===== config.mk =====
export PLATFORM = sky130hd
export DESIGN_NAME = l1a_frame_generator
export DESIGN_NICKNAME = d
export VERILOG_FILES = /design/src/rtl/l1a_frame_generator.sv
export SDC_FILE = /design/constraint.sdc
export NUM_CORES = 1
export LEC_CHECK = 0
export CAP_MARGIN = 20
export CORE_MARGIN = 1.5
export CORE_UTILIZATION = 50
export CTS_BUF_LIST = sky130_fd_sc_hd__clkbuf_8
export DETAILED_ROUTE_END_ITERATION = 7
export GPL_TIMING_DRIVEN = 1
export PLACE_DENSITY = 0.8
export SLEW_MARGIN = 20
export SYNTH_ARGS = -nofsm -noshare
export SYNTH_HDL_FRONTEND = slang
export SYNTH_SLANG_ARGS = --single-unit

===== constraint.sdc =====
create_clock -name clk -period 3.65 [get_ports clk]
set_clock_uncertainty 0.1 [all_clocks]
set_input_delay 0.365 -clock clk [delete_from_list [all_inputs] [get_ports clk]]
set_output_delay 0.365 -clock clk [all_outputs]
set_load 0.05 [all_outputs]

===== src/rtl/l1a_frame_generator.sv =====
// Test-pattern source: one event frame (per ADC: header + N_SAMPLES samples) per queued L1A.
// Latency: header valid one edge after pending becomes nonzero; frames back-to-back while queued.
// Backpressure: data_out/data_valid hold while data_ready=0; triggers queue (max 15), excess dropped.
module l1a_frame_generator #(
    parameter int          N_ADC     = 16,
    parameter int          N_SAMPLES = 4,
    parameter logic [13:0] L1A_START = 14'd1
) (
    input  logic        clk,
    input  logic        reset,
    input  logic        enable,
    input  logic        l1a_in,
    input  logic        data_ready,
    output logic [31:0] data_out,
    output logic        data_valid,
    output logic        busy,
    output logic [3:0]  pending,
    output logic [15:0] frames_sent,
    output logic [15:0] l1a_dropped
);

    localparam logic [3:0] LAST_ADC = 4'(N_ADC - 1);
    localparam logic [9:0] LAST_S   = 10'(N_SAMPLES - 1);

    typedef enum logic [1:0] {IDLE, HEADER, SAMPLES} state_t;

    state_t      state;
    logic [3:0]  adc;
    logic [9:0]  s;
    logic [13:0] next_l1a;

    logic        xfer;
    logic        done;
    logic        drop;
    logic [3:0]  pend_nxt;

    function automatic logic [31:0] hdr_word(input logic [3:0] a, input logic [13:0] l);
        return {2'b11, 10'b0, a, 2'b11, l};
    endfunction

    function automatic logic [31:0] smp_word(input logic [3:0] a, input logic [9:0] n,
                                             input logic [13:0] l);
        return {2'b10, a, n, 2'b00, l};
    endfunction

    assign xfer = data_valid && data_ready;
    assign done = (state == SAMPLES) && xfer && (s == LAST_S) && (adc == LAST_ADC);
    assign busy = (state != IDLE);

    // A trigger landing on the completion edge takes the slot the finished frame frees.
    always_comb begin
        drop     = 1'b0;
        pend_nxt = pending;
        if (l1a_in) begin
            if (done)
                pend_nxt = pending;
            else if (pending != 4'd15)
                pend_nxt = pending + 4'd1;
            else
                drop = 1'b1;
        end else if (done) begin
            pend_nxt = pending - 4'd1;
        end
    end

    always_ff @(posedge clk) begin
        if (!reset) begin
            state       <= IDLE;
            adc         <= 4'd0;
            s           <= 10'd0;
            next_l1a    <= L1A_START;
            pending     <= 4'd0;
            frames_sent <= 16'd0;
            l1a_dropped <= 16'd0;
            data_out    <= 32'h0;
            data_valid  <= 1'b0;
        end else begin
            pending <= pend_nxt;
            if (drop && l1a_dropped != 16'hFFFF)
                l1a_dropped <= l1a_dropped + 16'd1;

            case (state)
                IDLE: begin
                    if (pending != 4'd0 && enable) begin
                        state      <= HEADER;
                        adc        <= 4'd0;
                        data_out   <= hdr_word(4'd0, next_l1a);
                        data_valid <= 1'b1;
                    end
                end
                HEADER: begin
                    if (xfer) begin
                        state    <= SAMPLES;
                        s        <= 10'd0;
                        data_out <= smp_word(adc, 10'd0, next_l1a);
                    end
                end
                SAMPLES: begin
                    if (xfer) begin
                        if (s != LAST_S) begin
                            s        <= s + 10'd1;
                            data_out <= smp_word(adc, s + 10'd1, next_l1a);
                        end else if (adc != LAST_ADC) begin
                            adc      <= adc + 4'd1;
                            state    <= HEADER;
                            data_out <= hdr_word(adc + 4'd1, next_l1a);
                        end else begin
                            frames_sent <= frames_sent + 16'd1;
                            next_l1a    <= next_l1a + 14'd1;
                            if (pend_nxt != 4'd0 && enable) begin
                                state      <= HEADER;
                                adc        <= 4'd0;
                                data_out   <= hdr_word(4'd0, next_l1a + 14'd1);
                                data_valid <= 1'b1;
                            end else begin
                                state      <= IDLE;
                                data_out   <= 32'h0;
                                data_valid <= 1'b0;
                            end
                        end
                    end
                end
                default: begin
                    state      <= IDLE;
                    data_out   <= 32'h0;
                    data_valid <= 1'b0;
                end
            endcase
        end
    end

endmodule


# Word level (Yosys, flattened, before mapping)
# Index checks and enable logic that the tools add are counted.
# classes
add_sub_neg	7
eq_ne	15
n_mux	37
n_bitwise	3
reduce_logical	19
# op_table
operator	count
32-bit 2-to-1 mux	6
32-bit one-hot mux with 3 select lines	1
4-bit 2-to-1 mux	9
16-bit by 1-bit adder with 16-bit output (second input constant)	2
10-bit 2-to-1 mux	3
10-bit one-hot mux with 2 select lines	1
16-bit inequality test (second input constant)	1
14-bit by 1-bit adder with 14-bit output (second input constant)	1
4-bit AND reduction	3
10-bit by 1-bit adder with 10-bit output (second input constant)	1
10-bit by 2-bit equality test with 1-bit output (second input constant)	1
1-bit 2-to-1 mux	10
10-bit by 2-bit inequality test with 1-bit output (second input constant)	1
2-bit inequality test (second input constant)	5
5-bit AND reduction	2
4-bit by 1-bit adder with 4-bit output (second input constant)	2
2-bit 2-to-1 mux	4
4-bit inequality test (second input constant)	2
4-bit one-hot mux with 2 select lines	1
4-bit nonzero test	2
1-bit logical AND	7
2-bit one-hot mux with 3 select lines	1
2-bit nonzero test	3
4-bit equality test (second input constant)	1
9 further kinds	11
# word_totals
register_bits	99
inputBits	5
out_inout_bits	70
wordCells	90

# Longest topological paths before layout
# logic_depth
ltp_word	13
ltp_mapped	10
ltp_nobuf	9

# Least setup slack after synthesis
# Ideal clock, no wire load.
# synth_path
path_kind	register -> register
from	register data_valid
to	register data_out[5]
setup_ps	86
arrival_ps	2666
t_required_ps	3464
path_slack_ps	797
path_stages_with_launch	9
path_buffers	0
synth_period_minus_slack_ps	2853
path_cell_list	dfxtp_1 > nand4b_1 > nor2_2 > a2111oi_0 > a41o_1 > o22ai_4 > nor3_1 > or4_1 > a221oi_2
# synth_between
elab_chain_cells	13
elab_cells_between_ends	17
classes_between	eq/ne (2); mux (8); reduce/logical (7)
# synth_lines
item	line	rtl
from (decl)	15	output logic data_valid,
from (signal assigned)	76	data_valid <= 1'b0;
from (signal assigned)	88	data_valid <= 1'b1;
from (signal assigned)	114	data_valid <= 1'b1;
1-bit logical AND (*)	46	assign xfer = data_valid && data_ready;
1-bit logical AND (3 in a row)	47	assign done = (state == SAMPLES) && xfer && (s == LAST_S) && (adc == LAST_ADC);
4-bit 2-to-1 mux, on equally long branches	61, 55	
4-bit 2-to-1 mux	54	if (l1a_in) begin
4-bit nonzero test	110	if (pend_nxt != 4'd0 && enable) begin
1-bit logical AND	110	
32-bit 2-to-1 mux	110	
32-bit 2-to-1 mux	103	end else if (adc != LAST_ADC) begin
32-bit 2-to-1 mux	100	if (s != LAST_S) begin
32-bit 2-to-1 mux	99	if (xfer) begin
32-bit one-hot mux with 3 select lines	82	case (state)
to (signal assigned)	87	data_out <= hdr_word(4'd0, next_l1a);
to (signal assigned)	102	data_out <= smp_word(adc, s + 10'd1, next_l1a);
to (signal assigned)	106	data_out <= hdr_word(adc + 4'd1, next_l1a);
to (decl)	14	output logic [31:0] data_out,
# Mark *: on every way between the ends. The rest lies on a longest branch, timed or not. The select of a mux whose other input is x is not followed.
# A chain may end at the register's enable or synchronous reset.

# Worst setup path after layout
# layout_path
from	register adc[0]
to	register data_out[4]
# layout_between
elab_chain_cells	11
elab_cells_between_ends	13
classes_between	eq/ne (2); mux (8); reduce/logical (3)
# layout_lines
item	line	rtl
from (decl)	28	logic [3:0] adc;
from (signal assigned)	104	adc <= adc + 4'd1;
4-bit equality test	47	
1-bit logical AND	47	
4-bit 2-to-1 mux, on equally long branches	61, 55	
4-bit 2-to-1 mux	54	
4-bit nonzero test	110	
1-bit logical AND	110	
32-bit 2-to-1 mux	110	
32-bit 2-to-1 mux (*)	103	
32-bit 2-to-1 mux (*)	100	
32-bit 2-to-1 mux (*)	99	
32-bit one-hot mux with 3 select lines (*)	82	
# Marks and branches as above.

==> impl_summary.log <==
INFO  metric cp.arrival = 3.27 ns
INFO  metric layout_common_cells = sky130_fd_sc_hd__dfxtp_1 (97), sky130_fd_sc_hd__clkdlybuf4s50_1 (74), sky130_fd_sc_hd__nor2_1 (72)
INFO  metric num_rows = 35
INFO  metric fmax = 321 MHz
INFO  metric drive_above_1_share = 0.0696
INFO  metric fillers = 813
INFO  metric critical_path_depth = 9
INFO  metric max_slew_margin = 0.443
INFO  metric die_x = 102 um
INFO  metric routed_wl = 11900 um
INFO  metric h-tree-depth = 3
INFO  metric worst-endpoint-required = 3.81 ns
INFO  metric power.density = 391 nW/um2
INFO  metric cts_inserted_buffers = 9
INFO  metric drt_pass1_iterations = 7
INFO  metric sequential_cell_area = 1940 um2
INFO  metric holdPathEnd = data_out[16]$_SDFFE_PN0P_
INFO  metric gr-total-overflow = 0
INFO  metric finalHoldViolCount = 0
INFO  metric route.vias.total = 4543
INFO  metric worst_slew_pin_slew = 0.834 ns
INFO  metric synth_cells = 577
INFO  metric chipHeight = 102 um
INFO  metric timing.setup.tns = 0 ns
INFO  metric placed_wire_length_estimate_after_detailed_placement = 8320 um
INFO  metric cts_buffer_depth = 2
INFO  metric cts_tree = built
INFO  metric rsz0062_at_grt = false
INFO  metric outcome = finished, final reports clean
INFO  metric grt_pass1_vias = 4282
INFO  metric whs_path_depth = 2
INFO  metric detailedRoute.firstIterationViolations = 347
INFO  metric fp.dieArea = 10300 um2
INFO  metric start_util = 0.522
INFO  metric cp_slowest_stage_delay = 0.45 ns
INFO  metric async_reset_ff_frac = 0
INFO  metric antenna_left = 0
INFO  metric cts_root_buffer = sky130_fd_sc_hd__clkbuf_8
INFO  metric final_max_slew_viol_count = 0
INFO  metric gp_congestion = 0.953
INFO  metric tritoncts_num_sinks = 97
INFO  metric fin_nets = 654
INFO  metric setup_viol = 0
INFO  metric detail_route.wl_per_cell = 15.4 um
INFO  metric total_power = 2.32 mW
INFO  metric multi_input_area = 2730 um2
INFO  metric clock_latency = 0.37 ns
INFO  metric reg2reg_setup_slack = 0.54 ns
INFO  metric startpoint_of_the_worst_slack_reg_to_reg_timing_path = adc[0]$_SDFFE_PN0P_
INFO  metric ys_ff_latch = 97
INFO  metric max_ir_drop_vdd = 0.251 mV
INFO  metric layout.cells.most_common = sky130_fd_sc_hd__dfxtp_1
INFO  metric drv.max_cap_violation_count = 0
INFO  metric n_antenna_cell = 0
INFO  metric initial_antenna_violation_count = 0
INFO  metric post_synth_instance_area = 4860 um2
INFO  metric port-buffer-count = 74
INFO  metric cp_max_fo = 15
INFO  metric r2r-end = data_out[4]$_SDFFE_PN0P_
INFO  metric cp-end-kind = flop
INFO  metric synth_sequential_area_ratio = 0.399
INFO  metric wire_length_of_the_first_global_routing_pass = 19900 um
INFO  metric post_cts.resized_instances = 0
INFO  metric synthesis.area_per_instance = 8.43 um2
INFO  metric synth_ff_type = sky130_fd_sc_hd__dfxtp_1
INFO  metric count_of_warnings_emitted_by_yosys = 0
INFO  metric synth_nets = 589
INFO  metric area_growth = 22.0%
INFO  metric worst-path-buf-inv = 0
INFO  metric r2r.worst_path.cells = 9
INFO  metric boundaryPins = 75
INFO  metric placedCellCount = 760
INFO  metric area_of_the_core = 9330 um2
INFO  metric critical_path_class = reg -> reg
INFO  metric cpMaxStageDelayCell = sky130_fd_sc_hd__dfxtp_1
INFO  metric leakage = 2.06 nW
INFO  metric start_kind = flop
INFO  metric hold_class = reg -> reg
INFO  metric timing.critical_path.max_delay_family = compound AO/OA/AOI/OAI gates
INFO  metric synth_edf_count = 0
INFO  metric grt_start_max_net_pins = 47
INFO  metric post_detailed_route_via_to_cell_ratio = 5.85
INFO  metric drcViolationCount = 0
INFO  metric clock_slew_at_reported_path_ffs = 0.11 ns
INFO  metric timing.critical_path.cells = ha_1 > nand3_1 > nor2_2 > nand2_4 > a311oi_2 > mux2i_4 > o2111ai_4 > o21ai_0 > a221o_1
INFO  metric min_period_over_period = 0.853
INFO  metric track_usage = 0.241
INFO  metric postCtsSetupBuffers = 0
INFO  metric instances_no_fill = 776
INFO  metric yosys.cell_types.count = 65
INFO  metric hold_fix_buffer_count_after_cts = 0
INFO  metric final.min_clock_period = 3.11 ns
INFO  metric min-delay-start = data_out[16]$_SDFFE_PN0P_
worst min-delay path, stage by stage (launching register included):
cell                      delay [ns]
sky130_fd_sc_hd__dfxtp_1        0.32
sky130_fd_sc_hd__nand2_1        0.05
sky130_fd_sc_hd__a21oi_1        0.05
synth_stat cells (10+ instances only):
cell type / instances / area (um2)
sky130_fd_sc_hd__clkbuf_1: 21 / 78.8
sky130_fd_sc_hd__xnor2_1: 21 / 184
sky130_fd_sc_hd__and3_1: 20 / 125
sky130_fd_sc_hd__a22oi_1: 10 / 75.1
sky130_fd_sc_hd__inv_1: 14 / 52.6
sky130_fd_sc_hd__nor2_1: 73 / 274
sky130_fd_sc_hd__nand2_1: 53 / 199
sky130_fd_sc_hd__o21ai_0: 34 / 170
sky130_fd_sc_hd__xor2_1: 25 / 219
sky130_fd_sc_hd__a21oi_1: 44 / 220
sky130_fd_sc_hd__nor3_1: 12 / 60.1
sky130_fd_sc_hd__nand3_1: 23 / 115
sky130_fd_sc_hd__dfxtp_1: 97 / 1940
layout make-up:
class,count,share of cell area
Tap cell,129,0.0272
Clock inverter,7,0.0181
Clock buffer,9,0.0209
Timing Repair Buffer,83,0.136
Multi-Input combinational cell,436,0.461
Sequential cell,97,0.327
Inverter,15,0.00949
worst max path at each step:
stage                       startpoint                        to
5_1_grt            adc[0]$_SDFFE_PN0P_  data_out[6]$_SDFFE_PN0P_
2_1_floorplan  data_valid$_SDFFE_PN0P_  data_out[5]$_SDFFE_PN0P_
3_5_place_dp                    l1a_in  data_out[8]$_SDFFE_PN0P_
4_1_cts            adc[0]$_SDFFE_PN0P_  data_out[8]$_SDFFE_PN0P_
6_report           adc[0]$_SDFFE_PN0P_  data_out[4]$_SDFFE_PN0P_
3_3_place_gp                data_ready  data_out[5]$_SDFFE_PN0P_
routing by layer:
layer  share of wire  wire [um]  GRT usage  vias up
met2            0.49       5810      0.404      148
met3           0.054        642     0.0386       29
met4           0.027        323      0.103        0
met1            0.43       5170      0.307     2179
met5               0          0          0        -
li1                -          -          -     2187
flip-flops by register name, indices dropped and copies added, names as in the netlist:
signal,cells
l1a_dropped,16
frames_sent,16
pending,4
s,10
next_l1a,14
data_out,30
data_valid,1
adc,4
state,2
cells by family after synthesis:
family                     after synthesis  share of synthesized area
xor gates and xnor gates                46                     0.0828
AOI/OAI and AO/OA                      140                      0.195
muxes                                    2                    0.00669
adders and majority gates                7                     0.0180
buffers and inverters                   44                     0.0393
DFF                                     97                      0.399
and+or+nand+nor                        241                      0.258
power breakdown:
| part | leakage, nW | internal (mW) | switching [mW] | total, mW |
|---|---|---|---|---|
| clock | 0.114 | 0.401 | 0.415 | 0.816 |
| sequential | 0.783 | 1.08 | 0.0299 | 1.11 |
| combinational | 1.17 | 0.123 | 0.273 | 0.396 |
metrics by stage:
stage | cell area, um2 | util | setup WS, ns | hold WS [ns]
global route | 5930 | 0.636 | 0.344 | 0.395
floorplan | 4860 | - | 0.797 | 0.344
finish | 5930 | 0.636 | 0.537 | 0.360
detailed placement | 5700 | 0.611 | 0.452 | 0.351
global placement | 5700 | 0.611 | 0.549 | 0.344
CTS | 5930 | 0.636 | 0.584 | 0.365
(Power assumes the default switching activity.)
